`config.mk`:
```
export PLATFORM = sky130hd
export DESIGN_NAME = interrupt_controller_flat
export DESIGN_NICKNAME = d
export VERILOG_FILES = /design/src/rtl/interrupt_controller_if.sv /design/src/rtl/interrupt_controller.sv /design/src/flat_wrapper.sv
export SDC_FILE = /design/constraint.sdc
export NUM_CORES = 1
export LEC_CHECK = 0
export BUFFER_PORTS_ARGS = -buffer_cell sky130_fd_sc_hd__buf_4
export CORE_MARGIN = 5
export CORE_UTILIZATION = 38
export DETAILED_ROUTE_END_ITERATION = 7
export PLACE_DENSITY = 0.95
export SYNTH_ARGS = -nofsm -noshare
export SYNTH_HDL_FRONTEND = slang
export SYNTH_SLANG_ARGS = --single-unit
```
`constraint.sdc`:
```
create_clock -name clk_i -period 2.3 [get_ports clk_i]
set_input_delay 0.69 -clock clk_i [delete_from_list [all_inputs] [get_ports clk_i]]
set_output_delay 0.69 -clock clk_i [all_outputs]
set_load 0.1 [all_outputs]
```
`src/rtl/interrupt_controller_if.sv`:
```
// rtl/interrupt_controller_if.sv - request/trap/acknowledge bundle between peripherals, CSR file and interrupt_controller
interface interrupt_controller_if #(
    parameter int N_IRQ = 16
);
    logic [N_IRQ-1:0] irq_req_i;
    logic [31:0]      mie_i;
    logic             core_stall_i;
    logic             int_rst_i;
    logic             int_o;
    logic [31:0]      mcause_o;
    logic [N_IRQ-1:0] irq_ret_o;
    logic             busy_o;

    modport slave (
        input  irq_req_i,
        input  mie_i,
        input  core_stall_i,
        input  int_rst_i,
        output int_o,
        output mcause_o,
        output irq_ret_o,
        output busy_o
    );

    modport master (
        output irq_req_i,
        output mie_i,
        output core_stall_i,
        output int_rst_i,
        input  int_o,
        input  mcause_o,
        input  irq_ret_o,
        input  busy_o
    );
endinterface

```
`src/rtl/interrupt_controller.sv`:
```
// rtl/interrupt_controller.sv - machine-level interrupt arbiter raising one-shot traps; INTC_ROUND_ROBIN_EN selects round-robin over fixed priority
module interrupt_controller #(
    parameter int N_IRQ = 16
) (
    input  logic                   clk_i,
    input  logic                   rst_ni,
    interrupt_controller_if.slave  bus
);

    localparam int IW = (N_IRQ > 1) ? $clog2(N_IRQ) : 1;

    typedef enum logic [1:0] {
        IDLE    = 2'd0,
        TRAP    = 2'd1,
        SERVICE = 2'd2,
        ACK     = 2'd3
    } state_e;

    state_e           state_q, state_d;
    logic [IW-1:0]    idx_q, idx_d;
    logic [IW-1:0]    sel;
    logic [31:0]      mcause_q, mcause_d;
    logic [N_IRQ-1:0] pending;
    logic             unused_mie;

    assign pending    = bus.irq_req_i & bus.mie_i[16 +: N_IRQ];
    assign unused_mie = ^bus.mie_i;

`ifdef INTC_ROUND_ROBIN_EN
    logic [IW-1:0] ptr_q, ptr_d;

    // Scan starts at ptr and wraps; the first pending line found wins.
    always_comb begin
        int   j;
        logic found;
        sel   = '0;
        found = 1'b0;
        j     = 0;
        for (int k = 0; k < N_IRQ; k++) begin
            j = int'(ptr_q) + k;
            if (j >= N_IRQ) begin
                j = j - N_IRQ;
            end
            if (!found && pending[IW'(j)]) begin
                found = 1'b1;
                sel   = IW'(j);
            end
        end
    end
`else
    always_comb begin
        sel = '0;
        for (int k = N_IRQ - 1; k >= 0; k--) begin
            if (pending[k]) begin
                sel = IW'(k);
            end
        end
    end
`endif

    always_comb begin
        state_d  = state_q;
        idx_d    = idx_q;
        mcause_d = mcause_q;
`ifdef INTC_ROUND_ROBIN_EN
        ptr_d    = ptr_q;
`endif
        case (state_q)
            IDLE: begin
                if (|pending) begin
                    idx_d    = sel;
                    mcause_d = 32'h8000_0010 | 32'(sel);
                    state_d  = TRAP;
`ifdef INTC_ROUND_ROBIN_EN
                    ptr_d    = (int'(sel) == N_IRQ - 1) ? '0 : sel + IW'(1);
`endif
                end
            end
            TRAP: begin
                if (!bus.core_stall_i) begin
                    state_d = SERVICE;
                end
            end
            // Requests and mie are deliberately ignored until the ACK completes.
            SERVICE: begin
                if (bus.int_rst_i) begin
                    state_d = ACK;
                end
            end
            ACK: begin
                state_d = IDLE;
            end
            default: begin
                state_d = IDLE;
            end
        endcase
    end

    always_ff @(posedge clk_i or negedge rst_ni) begin
        if (!rst_ni) begin
            state_q  <= IDLE;
            idx_q    <= '0;
            mcause_q <= '0;
        end else begin
            state_q  <= state_d;
            idx_q    <= idx_d;
            mcause_q <= mcause_d;
        end
    end

`ifdef INTC_ROUND_ROBIN_EN
    always_ff @(posedge clk_i or negedge rst_ni) begin
        if (!rst_ni) begin
            ptr_q <= '0;
        end else begin
            ptr_q <= ptr_d;
        end
    end
`endif

    assign bus.int_o     = (state_q == TRAP);
    assign bus.busy_o    = (state_q != IDLE);
    assign bus.mcause_o  = mcause_q;
    assign bus.irq_ret_o = (state_q == ACK) ? (N_IRQ'(1) << idx_q) : '0;

endmodule

```
`src/flat_wrapper.sv`:
```
// flat-port wrapper written by rule: the top's interface ports become plain ports
module interrupt_controller_flat 
#(
    parameter int N_IRQ = 16
)
  (clk_i, rst_ni, bus_irq_req_i, bus_mie_i, bus_core_stall_i, bus_int_rst_i, bus_int_o, bus_mcause_o, bus_irq_ret_o, bus_busy_o);
  interrupt_controller_if #(.N_IRQ(N_IRQ)) bus_i ();
  input  logic clk_i;
  input  logic rst_ni;
  input wire logic [$bits(bus_i.irq_req_i)-1:0] bus_irq_req_i;
  input wire logic [$bits(bus_i.mie_i)-1:0] bus_mie_i;
  input wire logic [$bits(bus_i.core_stall_i)-1:0] bus_core_stall_i;
  input wire logic [$bits(bus_i.int_rst_i)-1:0] bus_int_rst_i;
  output wire logic [$bits(bus_i.int_o)-1:0] bus_int_o;
  output wire logic [$bits(bus_i.mcause_o)-1:0] bus_mcause_o;
  output wire logic [$bits(bus_i.irq_ret_o)-1:0] bus_irq_ret_o;
  output wire logic [$bits(bus_i.busy_o)-1:0] bus_busy_o;
  assign bus_i.irq_req_i = bus_irq_req_i;
  assign bus_i.mie_i = bus_mie_i;
  assign bus_i.core_stall_i = bus_core_stall_i;
  assign bus_i.int_rst_i = bus_int_rst_i;
  assign bus_int_o = bus_i.int_o;
  assign bus_mcause_o = bus_i.mcause_o;
  assign bus_irq_ret_o = bus_i.irq_ret_o;
  assign bus_busy_o = bus_i.busy_o;
  interrupt_controller #(.N_IRQ(N_IRQ)) u_core (.clk_i(clk_i), .rst_ni(rst_ni), .bus(bus_i));
endmodule
```
==> impl_metrics.toml <==
[outcome]
status = "finished, violations left"
failed_checks = "setup timing"

[placement]
place_area_um2 = 1510
port_buffers = 59
place.gp.congestion = 0.854
post-dp-hpwl_mm = 2.40

[setup_path]
worstSetupPathType = "reg -> out"
critPathBufInv = 1
worstSetupEndpointType = "output port"
worstPathMaxFanout = 4
cpPeakStageDelay_ns = 0.45
cp_cell_sequence = "ha_4, or3b_4, nor3_4, buf_12"
r2r_slack_ns = 0.57
path_delay_family = "simple AND/OR/NAND/NOR gates"
cp-start-kind = "register"
cp_slowest_cell = "or3b_4"
arrival_ns = 1.63
worstPathRequired_ns = 1.61

[power]
finalPower_mw = 1.92
power_leakage_nw = 0.737
ir_worst_vdd_uv = 1030
powerDensity_nw_per_um2 = 1180

[final_layout]
multiInputGateArea_um2 = 817
regArea_um2 = 190
diodes = 0
syn_to_final_growth_pct = 69.8
postLayoutCoreUtil_pct = 66.3
fin_area_um2 = 1630
final_nets = 244
drive_gt1_share_pct = 57.0
fill_cells = 188

[clock_network]
clock_latency_ns = 0.26
cts_max_path_buffers = 2
cts_sinks = 7
cts_buffers = 3
cts_root_buf = "clkbuf_4"
cts.clk_slew.worst_paths_ns = 0.05
cts_hold_buf = 0
cts_tree = "done"
cts_max_level = 1

[routing]
vias = 1047
drtIter0Drc = 38
route.detailed.drc = 0
antenna_left = 0
wl_per_cell_um = 13.6
vias_per_cell = 4.85
dr.pass1.iters = 5
routed_wl_mm = 2.94

[die]
die_area_um2 = 3630
die_w_um = 60.2
ios = 102
start_util_pct = 39.0
die_h_um = 60.2
rows = 18
coreArea_um2 = 2450

[sta]
skew_ns = 0.000933
max_freq_ghz = 0.431
post-route-period-util_pct = 101
fin_ws_ns = -0.0184
setup_viol = 1
min_period_ns = 2.32
slew_viol_final = 0
rsz0062_at_grt = "true"
finalHoldViolCount = 0

[synth]
post_synth_num_cell_types = 31
synth-adder-area-share_pct = 6.53
yosys_warnings = 0
synth_xor_area_share_pct = 0
synth-compound-area-share_pct = 23.8
syn_inst = 119
yosysTopAreaCell = "buf_4"
synth_top_family_by_area = "simple AND/OR/NAND/NOR gates"
yosys.area_share.simple_pct = 26.1
synth_seq_cells = 7
yosysSeqAreaShare_pct = 18.3
yosys-top-cells-area = "buf_4 (21%), dfrtp_1 (18%), a22oi_2 (10%), ha_1 (6.5%), nand2_1 (6.3%)"
synthDominantCellAreaShare_pct = 21.1
postSynthAreaPerCell_um2 = 8.05
synth_mux_area_share_pct = 2.22
synth_area_um2 = 958

[global_route]
antenna_found_initial = 0
grt_start_max_net_pins = 10
grt_pass1_wl_mm = 4.07
grt_pass1_vias = 987
grt_use_total_pct = 14.9
grt-ovfl-total = 0

[min_path]
hold_path.class = "in -> async"

[run]
max_cap_viol_count = 0
==> cells in the mapped netlist <==
cell type  count
mux2i_1        1
nand4_4        1
nor3_1         4
a31oi_1        2
nor2_2         1
a21oi_1        2
conb_1         1
a22o_1         1
mux2_1         1
nand3b_1       2
or3b_2         1
inv_1          4
nand2_1       16
nand2b_1       5
o41ai_1        1
nor2_1        13
ha_1           5
and2_1         1
a21o_1         1
dfrtp_1        7
nand4_2        1
a311oi_1       1
nand3_1        4
buf_4         27
a222oi_1       2
a32o_1         2
o21ai_2        1
a22oi_2        8
o31ai_1        1
a21boi_0       1
o211ai_1       1
==> report_power, final <==
part           switching [mW]  internal [mW]  leakage (nW)
combinational            1.09          0.383         0.641
clock                  0.0498         0.0637        0.0177
sequential              0.127          0.198        0.0775
total                    1.27          0.645         0.737
==> layout make-up <==
type / instances / area share, %
multi-input combinational: 106 / 50.2
timing repair buffer: 65 / 33.2
sequential: 7 / 11.7
tap: 30 / 2.31
clock buffer: 3 / 1.38
inverter: 4 / 0.922
clock inverter: 1 / 0.307
==> per-stage QoR <==
stage,setup TNS (ns),hold WS [ns],std cells,worst slack (ns)
detailed placement,0,0.504,209,0.0654
global placement,0,0.477,209,0.0960
floorplan,-1.10,0.394,144,-0.318
global route,-0.110,0.237,216,-0.0629
CTS,-0.0371,0.228,215,-0.0371
finish,-0.0184,0.231,216,-0.0184
==> metal layers <==
metal	part of all wire [%]	vias up	routed length, um	global-route usage, %
met5	0	-	0	0
met4	2.4	0	69	6.96
met3	11	7	336	3.02
met2	56	62	1640	30.1
met1	30	474	889	13.7
li1	-	504	-	-
==> cell usage in the layout, fill, tap and decap left out, types with 3 or more instances in the layout <==
cell type	netlist	layout
nor2_4	0	12
buf_12	0	3
nand2_1	16	16
nand2b_1	5	3
dfrtp_4	0	4
clkbuf_4	0	3
conb_1	1	26
a22oi_2	8	8
nand3_1	4	4
buf_4	27	59
nor3_4	0	4
inv_1	4	4
ha_1	5	3
dfrtp_1	7	3
==> kinds of logic after synthesis <==
| group | count (synthesis) |
|---|---|
| AND/OR/NAND/NOR | 49 |
| buffers and inverters | 31 |
| AO/OA/AOI/OAI | 24 |
| flip-flops | 7 |
| adder cells (fa/ha/maj) | 5 |
| multiplexers | 2 |
| other | 1 |
==> path summary, 6_finish.rpt <==
kind	to	startpoint	depth (start not counted)
setup / recovery	bus_irq_ret_o[0]	u_core.state_q[0]	4
hold / removal	u_core.bus.mcause_o[3]	rst_ni	1
setup reg to reg	u_core.state_q[1]	u_core.state_q[0]	5
hold reg to reg	u_core.bus.mcause_o[4]	u_core.bus.mcause_o[4]	1
max in group asynchronous	u_core.idx_q[2]	rst_ni	1
min in group clk_i	u_core.bus.mcause_o[4]	u_core.bus.mcause_o[4]	1
==> registers in the layout, indices dropped and copies added, names as in the netlist <==
name                 count
u_core.state_q           2
u_core.bus.mcause_o      2
u_core.idx_q             3
==> what timing repair did <==
action	CTS	global route
resized for setup	9	8
pin swaps	1	1
buffers inserted	2	1
endpoints found under the hold margin	0	0
setup endpoints to repair	11	4
Power figures use the tool's default switching activity.
